**src/rtl/hazard_stall_unit.sv**
```systemverilog
// Load-use / memory-wait hazard detector: Mealy stall and bubble controls beside the ID/EX register,
// plus a sticky memory-wait timeout flag and a saturating stall-cycle counter.
module hazard_stall_unit #(
  parameter int LOAD_LAT = 1,
  parameter int TIMEOUT  = 255
) (
  input  logic        clk,
  input  logic        rst_n,
  input  logic        idValid,
  input  logic [2:0]  idSrc1,
  input  logic [2:0]  idSrc2,
  input  logic        idSrc1Used,
  input  logic        idSrc2Used,
  input  logic        exWb,
  input  logic [2:0]  exAddr,
  input  logic        exIsLoad,
  input  logic        memIsLoad,
  input  logic        memReady,
  input  logic        flush,
  output logic        stallFront,
  output logic        bubble,
  output logic        stallBack,
  output logic        timeoutErr,
  output logic [15:0] stallCycles
);

  typedef enum logic [1:0] {
    RUN      = 2'd0,
    LOAD_USE = 2'd1,
    MEM_WAIT = 2'd2
  } state_t;

  localparam logic [2:0] BUB_INIT = 3'(LOAD_LAT - 1);
  localparam logic [7:0] TIMEOUT_C = 8'(TIMEOUT);

  state_t     state;
  state_t     state_nxt;
  logic [2:0] bub_cnt;
  logic [2:0] bub_nxt;
  logic [7:0] wait_cnt;
  logic [7:0] wait_nxt;
  logic [7:0] wait_inc;
  logic       err_set;
  logic       mem_wait;
  logic       load_use;
  logic       stall_front_c;
  logic       bubble_c;
  logic       stall_back_c;

  assign mem_wait = memIsLoad & ~memReady;
  assign load_use = idValid & ~flush & exWb & exIsLoad &
                    ((idSrc1Used & (idSrc1 == exAddr)) | (idSrc2Used & (idSrc2 == exAddr)));

  // First wait cycle from RUN loads 1; further waits count up and saturate.
  assign wait_inc = (state != MEM_WAIT) ? 8'd1 :
                    (wait_cnt == 8'hFF) ? wait_cnt : wait_cnt + 8'd1;

  always_comb begin
    stall_front_c = 1'b0;
    bubble_c      = 1'b0;
    stall_back_c  = 1'b0;
    state_nxt     = state;
    bub_nxt       = bub_cnt;
    wait_nxt      = wait_cnt;
    err_set       = 1'b0;
    case (state)
      LOAD_USE: begin
        if (mem_wait) begin
          stall_front_c = 1'b1;
          stall_back_c  = 1'b1;
        end else if (flush) begin
          state_nxt = RUN;
          bub_nxt   = 3'd0;
        end else begin
          stall_front_c = 1'b1;
          bubble_c      = 1'b1;
          bub_nxt       = bub_cnt - 3'd1;
          if (bub_cnt == 3'd1) begin
            state_nxt = RUN;
          end else begin
            state_nxt = LOAD_USE;
          end
        end
      end
      RUN, MEM_WAIT: begin
        if (mem_wait) begin
          stall_front_c = 1'b1;
          stall_back_c  = 1'b1;
          state_nxt     = MEM_WAIT;
          wait_nxt      = wait_inc;
          err_set       = (wait_inc == TIMEOUT_C);
        end else begin
          wait_nxt = 8'd0;
          if (load_use) begin
            stall_front_c = 1'b1;
            bubble_c      = 1'b1;
            if (LOAD_LAT > 1) begin
              state_nxt = LOAD_USE;
              bub_nxt   = BUB_INIT;
            end else begin
              state_nxt = RUN;
            end
          end else begin
            state_nxt = RUN;
          end
        end
      end
      default: begin
        state_nxt = RUN;
        bub_nxt   = 3'd0;
        wait_nxt  = 8'd0;
      end
    endcase
  end

  // Controls are combinational on the inputs but held inactive during reset.
  assign stallFront = rst_n & stall_front_c;
  assign bubble     = rst_n & bubble_c;
  assign stallBack  = rst_n & stall_back_c;

  always_ff @(posedge clk) begin
    if (!rst_n) begin
      state       <= RUN;
      bub_cnt     <= 3'd0;
      wait_cnt    <= 8'd0;
      timeoutErr  <= 1'b0;
      stallCycles <= 16'd0;
    end else begin
      state      <= state_nxt;
      bub_cnt    <= bub_nxt;
      wait_cnt   <= wait_nxt;
      timeoutErr <= timeoutErr | err_set;
      if (stall_front_c && (stallCycles != 16'hFFFF)) begin
        stallCycles <= stallCycles + 16'd1;
      end else begin
        stallCycles <= stallCycles;
      end
    end
  end

endmodule

```
**config.mk**
```make
export PLATFORM = sky130hd
export DESIGN_NAME = hazard_stall_unit
export DESIGN_NICKNAME = d
export VERILOG_FILES = /design/src/rtl/hazard_stall_unit.sv
export SDC_FILE = /design/constraint.sdc
export NUM_CORES = 1
export LEC_CHECK = 0
export CAP_MARGIN = 30
export CORE_MARGIN = 2
export CORE_UTILIZATION = 45
export DETAILED_ROUTE_END_ITERATION = 10
export PLACE_DENSITY = 0.77
export SLEW_MARGIN = 20
export SYNTH_ARGS = -nofsm -noshare
export SYNTH_HDL_FRONTEND = slang
export SYNTH_SLANG_ARGS = --single-unit
```
**constraint.sdc**
```tcl
create_clock -name clk -period 2.1 [get_ports clk]
set_input_delay 0.63 -clock clk [delete_from_list [all_inputs] [get_ports clk]]
set_output_delay 0.63 -clock clk [all_outputs]
set_load 0.005 [all_outputs]
```
* Yosys cells after proc, flatten, opt, wreduce, memory -nomap -nowiden
Index checks and enable logic that the tools add are counted.
** Word-level totals
- Bits in registers :: 30
- Input bits :: 19
- Output and inout port bits :: 20
- Word-level logic and storage cells :: 62
** Operators by class
- $add $sub $neg :: 3
- Eq/ne operators :: 10
- Mux-type cells :: 24
- Bitwise gates (word level) :: 15
- Reductions and logical operators :: 5
** Operators by type and width (count)
- 2-to-1 mux 8 bit :: 3
- adder 16 x 1 -> 16 bit, second input constant :: 1
- == test 8 bit, second input constant :: 2
- != test 16 bit, second input constant :: 1
- case mux 8 bit (2 select lines) :: 1
- 2-to-1 mux 1 bit :: 12
- AND 1 bit :: 10
- adder 8 x 1 -> 8 bit, second input constant :: 1
- == test 3 bit :: 2
- 2-to-1 mux 3 bit :: 2
- case mux 3 bit (2 select lines) :: 1
- 2-to-1 mux 2 bit :: 2
- != test 2 bit, second input constant :: 2
- case mux 1 bit (2 select lines) :: 2
- case mux 2 bit (2 select lines) :: 1
- == test 3 x 1 -> 1 bit, second input constant :: 1
- inverter 1 bit :: 3
- OR reduction 3 bit :: 1
- subtractor 3 x 1 -> 3 bit, second input constant :: 1
- == test 2 x 1 -> 1 bit, second input constant :: 1
- == test 2 bit, second input constant :: 1
- zero test 2 bit :: 1
- bitwise OR 1 bit :: 2
- AND reduction 2 bit :: 1
- other kinds (2) :: 2

* Logic depth before layout (Yosys ltp)
Gate-level depths: netlist (run 1).
- Depth in word-level cells :: 9
- Depth in mapped cells :: 8
- Depth with buffers taken out :: 7

* Worst setup path after synthesis (run 1)
No wires, ideal clock.
- Path type :: input to output
- Start :: input memIsLoad
- End :: output stallFront
- Arrival :: 1.598 ns
- Required time :: 1.470 ns
- Slack :: -0.128 ns
- Stages :: 4
- Cells stage by stage :: nor2b_1 > a2bb2oi_1 > or2_2 > and2_1
** Between the ends
- Longest elaborated chain between the ends :: 4
- Elaborated cells between the ends (all ways) :: 5
- Classes of those cells :: mux: 3; bitwise: 2
** RTL lines
- start, declared :: RTL line 17 : input logic memIsLoad,
- AND 1 bit (*) :: RTL line 50 : assign mem_wait = memIsLoad & ~memReady;
- 2-to-1 mux 1 bit, on equally long branches :: RTL line 86, 68
- case mux 1 bit (2 select lines) (*) :: RTL line 66 : case (state)
- AND 1 bit (*) :: RTL line 117 : assign stallFront = rst_n & stall_front_c;
- end, declared :: RTL line 20 : output logic stallFront,
Mark *: on every way between the ends. The rest lies on a longest branch, timed or not.

* Worst setup path after layout (run 1)
- Start :: input exAddr[2]
- End :: output bubble
** Between the ends
- Longest elaborated chain between the ends :: 8
- Elaborated cells between the ends (all ways) :: 10
- Classes of those cells :: eq/ne: 2; mux: 3; bitwise: 5
** RTL lines
- start, declared :: RTL line 15 : input logic [2:0] exAddr,
- == test 3 bit :: RTL line 52 : ((idSrc1Used & (idSrc1 == exAddr)) | (idSrc2Used & (idSrc2 == exAddr)));
- AND 1 bit :: RTL line 52
- bitwise OR 1 bit (*) :: RTL line 52
- AND 1 bit (*) :: RTL line 51 : assign load_use = idValid & ~flush & exWb & exIsLoad &
- 2-to-1 mux 1 bit (*) :: RTL line 94 : if (load_use) begin
- 2-to-1 mux 1 bit (*) :: RTL line 86 : if (mem_wait) begin
- case mux 1 bit (2 select lines) (*) :: RTL line 66
- AND 1 bit (*) :: RTL line 118 : assign bubble = rst_n & bubble_c;
- end, declared :: RTL line 21 : output logic bubble,
Marked as above.

==> reports/metrics.cfg, run 1 <==
[status]
outcome=finished with violations
failed_checks=setup timing

[job]
max_cap_viol_count=0

[global_routing]
track_usage_pct=22.0
grt_pass1_vias=1571
grt_pass1_wl_um=7200
grt_max_degree=14
antenna_found_initial=0
gr-total-overflow=0

[yosys]
synth_common_cells=dfxtp_1 (30), nand2_1 (23), nor2_1 (22), a21oi_1 (11), o21ai_0 (10)
synth_seq_area_share_pct=35.6
synth_edf_count=0
synth_most_common_cell=dfxtp_1
synth_top_area_share_pct=35.6
synth.distinct_cells=50
synth.avg_cell_area_um2=8.04
ys_async_sr_fraction_pct=0
synth_largest_area_cell=dfxtp_1
ys_ff_latch=30
synth_nets=233
yosys-top-cells-area=dfxtp_1 (36%), nand2_1 (5.1%), nor2_1 (4.9%)
syn-instance-count=210
yosysWarnings=0
syn-cell-area_um2=1690
synth_ff_type=dfxtp_1

[drt]
via_per_inst=5.37
post_drt_wl_per_cell_um=13.1
drc_errors=0
drt_iter0_markers=149
drt_wl_total_um=4240
ant_nets=0
drt_first_pass_iters=4
via_count=1734

[critical_path]
ff2ff_path_depth=6
cp-startpoint=exAddr[2]
endpoint=bubble
crit_slowest_cell=a2111oi_4
rr_startpoint=stallCycles[3]$_SDFFE_PN0P_
cp.buffers_inverters=3
crit_chain=buf_12 -> xnor2_4 -> nand4_1 -> a21oi_2 -> buf_4 -> nor2_4 -> a2111oi_4 -> buf_2
rr_endpoint=stallCycles[13]$_SDFFE_PN0P_
start_kind=input port
reg2reg_slack_ps=140
critPathKind=input port to output pin
crit_required_ps=1470
cp.arrival_ps=1730
cp-end-kind=output pin
cp.depth=8
worstPathMaxFanout=2
crit_family=buffers and inverters
cpPeakStageDelay_ps=190

[placed_design]
dpl.hpwl_um=3000
gp_congestion=0.855
place_ws_ps=-1040
portBuffers=38

[layout]
fill_cells=304
num_antenna_cells=0
syn_to_final_growth_pct=47.1
drive_above_1_share_pct=25.1
fin_nets=298
fin_util_pct=68.4

[floorplan]
die_w_um=65.3
dieArea_um2=4260
die_y_um=65.3
start_util_pct=46.5
fp-row-count=22
pin_count=39
core-area_um2=3630

[sta]
tns_ps=-476
fin_crit_sh_pct=113
drv_slew=0
tightest_slew_ps=440
setup_ws_ps=-265
setup_viol=2
rsz0062_at_grt=true
layout_min_cycle_time_ps=2360
hold_viol=0
fmax_ghz=0.423
fin_skew_ps=10.3
max_slew_margin_pct=70.4

[clock_tree]
clkLatencyLatePin_ps=290
root_buffer=clkbuf_8
cts_tree=done
hold_buffers=0
htreeDepth=2
cts_sinks=30
numCtsBuffers=5
cts_buffer_depth=2
path_clk_slew_ps=70

[power]
ir_drop_uv=404
power_mw=1.17
p_leak_nw=0.952
power-per-cell-area_nw_per_um2=470

[hold_path]
min_path_type=register to register

-- cell families (layout without fill, tap and decap cells) --
group,Yosys count,in the layout,share of synthesized area [%]
adders and majority gates,4,4,2.96
xor gates and xnor gates,13,13,6.74
DFF,30,30,35.6
AOI/OAI and AO/OA,53,53,21.6
and+or+nand+nor,89,89,26.7
muxes,4,4,2.37
buffers and inverters,17,82,4.07
-- flip-flops by register name, indices dropped and copies added, names as in the netlist --
| register | count |
|---|---|
| wait_cnt | 8 |
| timeoutErr | 1 |
| bub_cnt | 3 |
| stallCycles | 16 |
| state | 2 |
-- worst min-delay path by stage --
stage                                 from                          end  depth (start not counted)
3_5_place_dp   stallCycles[6]$_SDFFE_PN0P_  stallCycles[6]$_SDFFE_PN0P_                          2
2_1_floorplan        timeoutErr$_SDFF_PN0_        timeoutErr$_SDFF_PN0_                          2
4_1_cts        stallCycles[6]$_SDFFE_PN0P_  stallCycles[6]$_SDFFE_PN0P_                          2
3_3_place_gp   stallCycles[6]$_SDFFE_PN0P_  stallCycles[6]$_SDFFE_PN0P_                          2
5_1_grt        stallCycles[6]$_SDFFE_PN0P_  stallCycles[6]$_SDFFE_PN0P_                          2
6_report       stallCycles[6]$_SDFFE_PN0P_  stallCycles[6]$_SDFFE_PN0P_                          2
-- power breakdown --
part           switching, mW  internal (mW)
sequential           0.00626          0.573
combinational         0.0594         0.0861
clock                  0.222          0.222
-- layout by cell type (no fill, tap or decap), types with 6 or more instances in the layout --
cell and instances:
o21ai_0 10, buf_2 6, inv_1 8, buf_6 12, nand3_1 7, a21oi_1 10
dfxtp_1 29, buf_4 23, clkdlybuf4s50_1 17, nand2_1 22, nand4_1 6, nor2_1 20
-- area by class of cell --
class	instances	area, um^2	area share [%]
Multi-Input combinational cell	163	1120	45.3
Sequential cell	30	602	24.2
Inverter	10	37.5	1.51
Tap cell	48	60.1	2.42
Clock buffer	5	68.8	2.77
Timing Repair Buffer	65	582	23.4
Clock inverter	2	10.0	0.403
-- what timing repair did --
item	4_1_cts	5_1_grt
endpoints found under the setup margin	11	10
resized for setup	78	18
setup buffers	6	3
pin swaps	15	6
-- layer usage --
layer  vias to the layer above  routed length [um]  global-route usage, %
met5                         -                   0                      0
met4                         0                  42                   6.51
met3                         4                 181                   7.88
met2                        40                2110                   35.6
met1                       796                1910                   27.5
li1                        894                   -                      -
-- per-stage QoR --
| step | cells | hold slack, ps | cell area [um^2] |
|---|---|---|---|
| after global routing | 323 | 520 | 2480 |
| after CTS | 321 | 479 | 2410 |
| after floorplan | 210 | 447 | 1700 |
| final | 323 | 476 | 2480 |
| after detailed placement | 308 | 470 | 2250 |
| after global placement | 308 | 461 | 2250 |
-- tightest hold or removal path, stage by stage (launching register included) --
cell,delay [ps]
dfxtp_1,320
nand2_1,60
mux2i_1,50
Note: power is estimated with default switching activity, not from simulation.
==> run 2, diff against run 1 <==
Settings changed: ABC_AREA set to 1, CORE_UTILIZATION 45 to 47, SKIP_LAST_GASP set to 1.
==> reports/metrics.cfg, run 2 <==
[yosys]
synth_largest_area_cell=dfxtp_1
synth_ff_type=dfxtp_1
synth_edf_count=0  ; unchanged
yosysWarnings=0  ; unchanged
ys_ff_latch=30  ; unchanged
synth_most_common_cell=nand2_1
synth_common_cells=nand2_1 (97), nor2_1 (52), inv_1 (48), dfxtp_1 (30), nand3_1 (27)
yosys-top-cells-area=dfxtp_1 (29%), nand2_1 (18%), nor2_1 (9.6%)
synth.avg_cell_area_um2=6.08  ; -24%
syn-instance-count=335  ; +60%
synth.distinct_cells=29  ; -42%
ys_async_sr_fraction_pct=0  ; unchanged
synth_top_area_share_pct=29.5  ; -6.1 points
syn-cell-area_um2=2040  ; +21%
synth_nets=358  ; +54%
synth_seq_area_share_pct=29.5  ; -6.1 points

[global_routing]
gr-total-overflow=0  ; unchanged
grt_pass1_vias=2153  ; +37%
track_usage_pct=21.8  ; -0.21 points
grt_max_degree=23  ; +9
antenna_found_initial=0  ; unchanged
grt_pass1_wl_um=8890  ; +23%

[sta]
drv_slew=0  ; unchanged
setup_viol=2  ; unchanged
rsz0062_at_grt=true
setup_ws_ps=-70.2  ; +194 ps
layout_min_cycle_time_ps=2170  ; -194 ps
fmax_ghz=0.461  ; +9.0%
max_slew_margin_pct=76.4  ; +5.9 points
tightest_slew_ps=351  ; -89.2 ps
hold_viol=0  ; unchanged
fin_crit_sh_pct=103  ; -9.3 points
fin_skew_ps=7.42  ; -2.87 ps

[critical_path]
cp-end-kind=output pin
cp.arrival_ps=1540  ; -190 ps
reg2reg_slack_ps=300  ; +160 ps
crit_required_ps=1470  ; about the same
worstPathMaxFanout=3  ; +1
cp-startpoint=exAddr[0]
start_kind=input port
critPathKind=input port to output pin
rr_startpoint=wait_cnt[0]$_SDFFE_PN0N_

[floorplan]
dieArea_um2=4880  ; +15%
die_y_um=69.9  ; +7.0%
pin_count=39  ; unchanged
die_w_um=69.9  ; +7.0%
core-area_um2=4090  ; +12%
fp-row-count=23  ; +4.5%
start_util_pct=49.9  ; +3.4 points

[layout]
top_regs=stallCycles x16, wait_cnt x8, bub_cnt x3
largest_reg_flops=16  ; unchanged
final_cells=445  ; +38%
fin_nets=417  ; +40%
num_antenna_cells=0  ; unchanged
final_common_cell=nand2_1
syn_to_final_growth_pct=35.1
drive_above_1_share_pct=22.5  ; -2.6 points
final_cell_mix=nand2_1 (87), nor2_1 (48), inv_1 (41)
regMostFlops=stallCycles

[placed_design]
gp_congestion=0.856  ; +0.12%
dp.cells=430  ; +40%
portBuffers=38  ; unchanged
dpl.hpwl_um=3520  ; +17%

[clock_tree]
hold_buffers=0  ; unchanged
cts_tree=done
path_clk_slew_ps=70  ; about the same
clkLatencyLatePin_ps=290  ; about the same
cts_sinks=30  ; unchanged
htreeDepth=2  ; unchanged
numCtsBuffers=5  ; unchanged
cts_buffer_depth=2  ; unchanged
root_buffer=clkbuf_8

[drt]
ant_nets=0  ; unchanged
post_drt_wl_per_cell_um=11.8  ; -10%
drt_wl_total_um=5250  ; +24%
drc_errors=0  ; unchanged
via_per_inst=5.10  ; -5.0%
drt_iter0_markers=122  ; -18%
via_count=2269  ; +31%
drt_first_pass_iters=4  ; unchanged

[status]
failed_checks=setup timing
outcome=finished with violations

[power]
power_mw=1.23  ; +5.6%
ir_drop_uv=256  ; -37%
power-per-cell-area_nw_per_um2=448  ; -4.7%
p_leak_nw=1.19  ; +25%

[job]
max_cap_viol_count=0  ; unchanged

[hold_path]
min_path_type=register to register
hold_start=timeoutErr$_SDFF_PN0_

==> run 2: cell types whose count changed after synthesis, moves of 7 or more <==
cell     previous run  this run
nand2_1            23        97
inv_1               8        48
nor2_1             22        52
nand3_1             7        27
nand4_1             6        16
xnor2_1             9         2
==> run 2: layer usage <==
layer / vias to the layer above / wire [um] / global-route usage [%]
li1: 1179 / - / -
met1: 1018 / 2360 / 25.4
met2: 64 / 2590 / 38.9
met3: 8 / 233 / 4.91
met4: 0 / 62 / 7.91
met5: - / 0 / 0
==> run 2: worst max-delay path, cell delays in order <==
cell	delay, ps
buf_8	100
inv_4	50
nor2_1	40
nor2_1	110
nand2_1	70
nand2_2	90
a21oi_2	60
nor4_2	210
buf_2	180
==> run 2: final timing paths <==
kind	to	depth (start not counted)
min reg2reg	timeoutErr$_SDFF_PN0_	2
max	bubble	9
max reg2reg	timeoutErr$_SDFF_PN0_	9
min	timeoutErr$_SDFF_PN0_	2
==> run 2: layout make-up <==
cell class | count | area (um^2)
clock buffers | 6 | 82.6
clock inverters | 2 | 12.5
fillers | 342 | 1330
inverters | 50 | 191
multi-input cells | 247 | 1270
flip-flops and latches | 30 | 604
well taps | 50 | 62.6
repair buffers | 60 | 531
==> run 2: power by group <==
part / total [mW] / internal, mW / switching, mW
clock network: 0.508 / 0.263 / 0.244
logic: 0.147 / 0.0733 / 0.0732
registers: 0.580 / 0.573 / 0.00753
==> run 2: kinds of logic (layout without fill, tap and decap cells) <==
kind of cell             Yosys count  count (layout)  share of synthesized area (%)
XOR/XNOR                           8               8                           3.44
AND/OR/NAND/NOR                  209             209                           45.9
flip-flops                        30              30                           29.5
AO/OA/AOI/OAI                     26              26                           6.63
buffers and inverters             58             118                           12.1
adder cells (fa/ha/maj)            4               4                           2.46
==> run 2: per-stage QoR <==
| step | setup WS, ps | hold WS (ps) | instance area, um^2 | TNS [ps] | util, % |
|---|---|---|---|---|---|
| 4_1_cts | -89.5 | 460 | 2670 | -138 | 65.3 |
| 6_report | -70.2 | 468 | 2750 | -76.4 | 67.4 |
| 2_1_floorplan | 58.3 | 447 | 2040 | 0 | - |
| 5_1_grt | -123 | 491 | 2750 | -210 | 67.4 |
| 3_3_place_gp | -890 | 438 | 2530 | -7170 | 62.0 |
| 3_5_place_dp | -899 | 443 | 2530 | -7840 | 62.0 |
==> run 2: what timing repair did <==
item | CTS | global route
buffers inserted | 5 | 2
pin swaps | 28 | 26
gates resized for setup | 96 | 26
setup endpoints to repair | 13 | 3
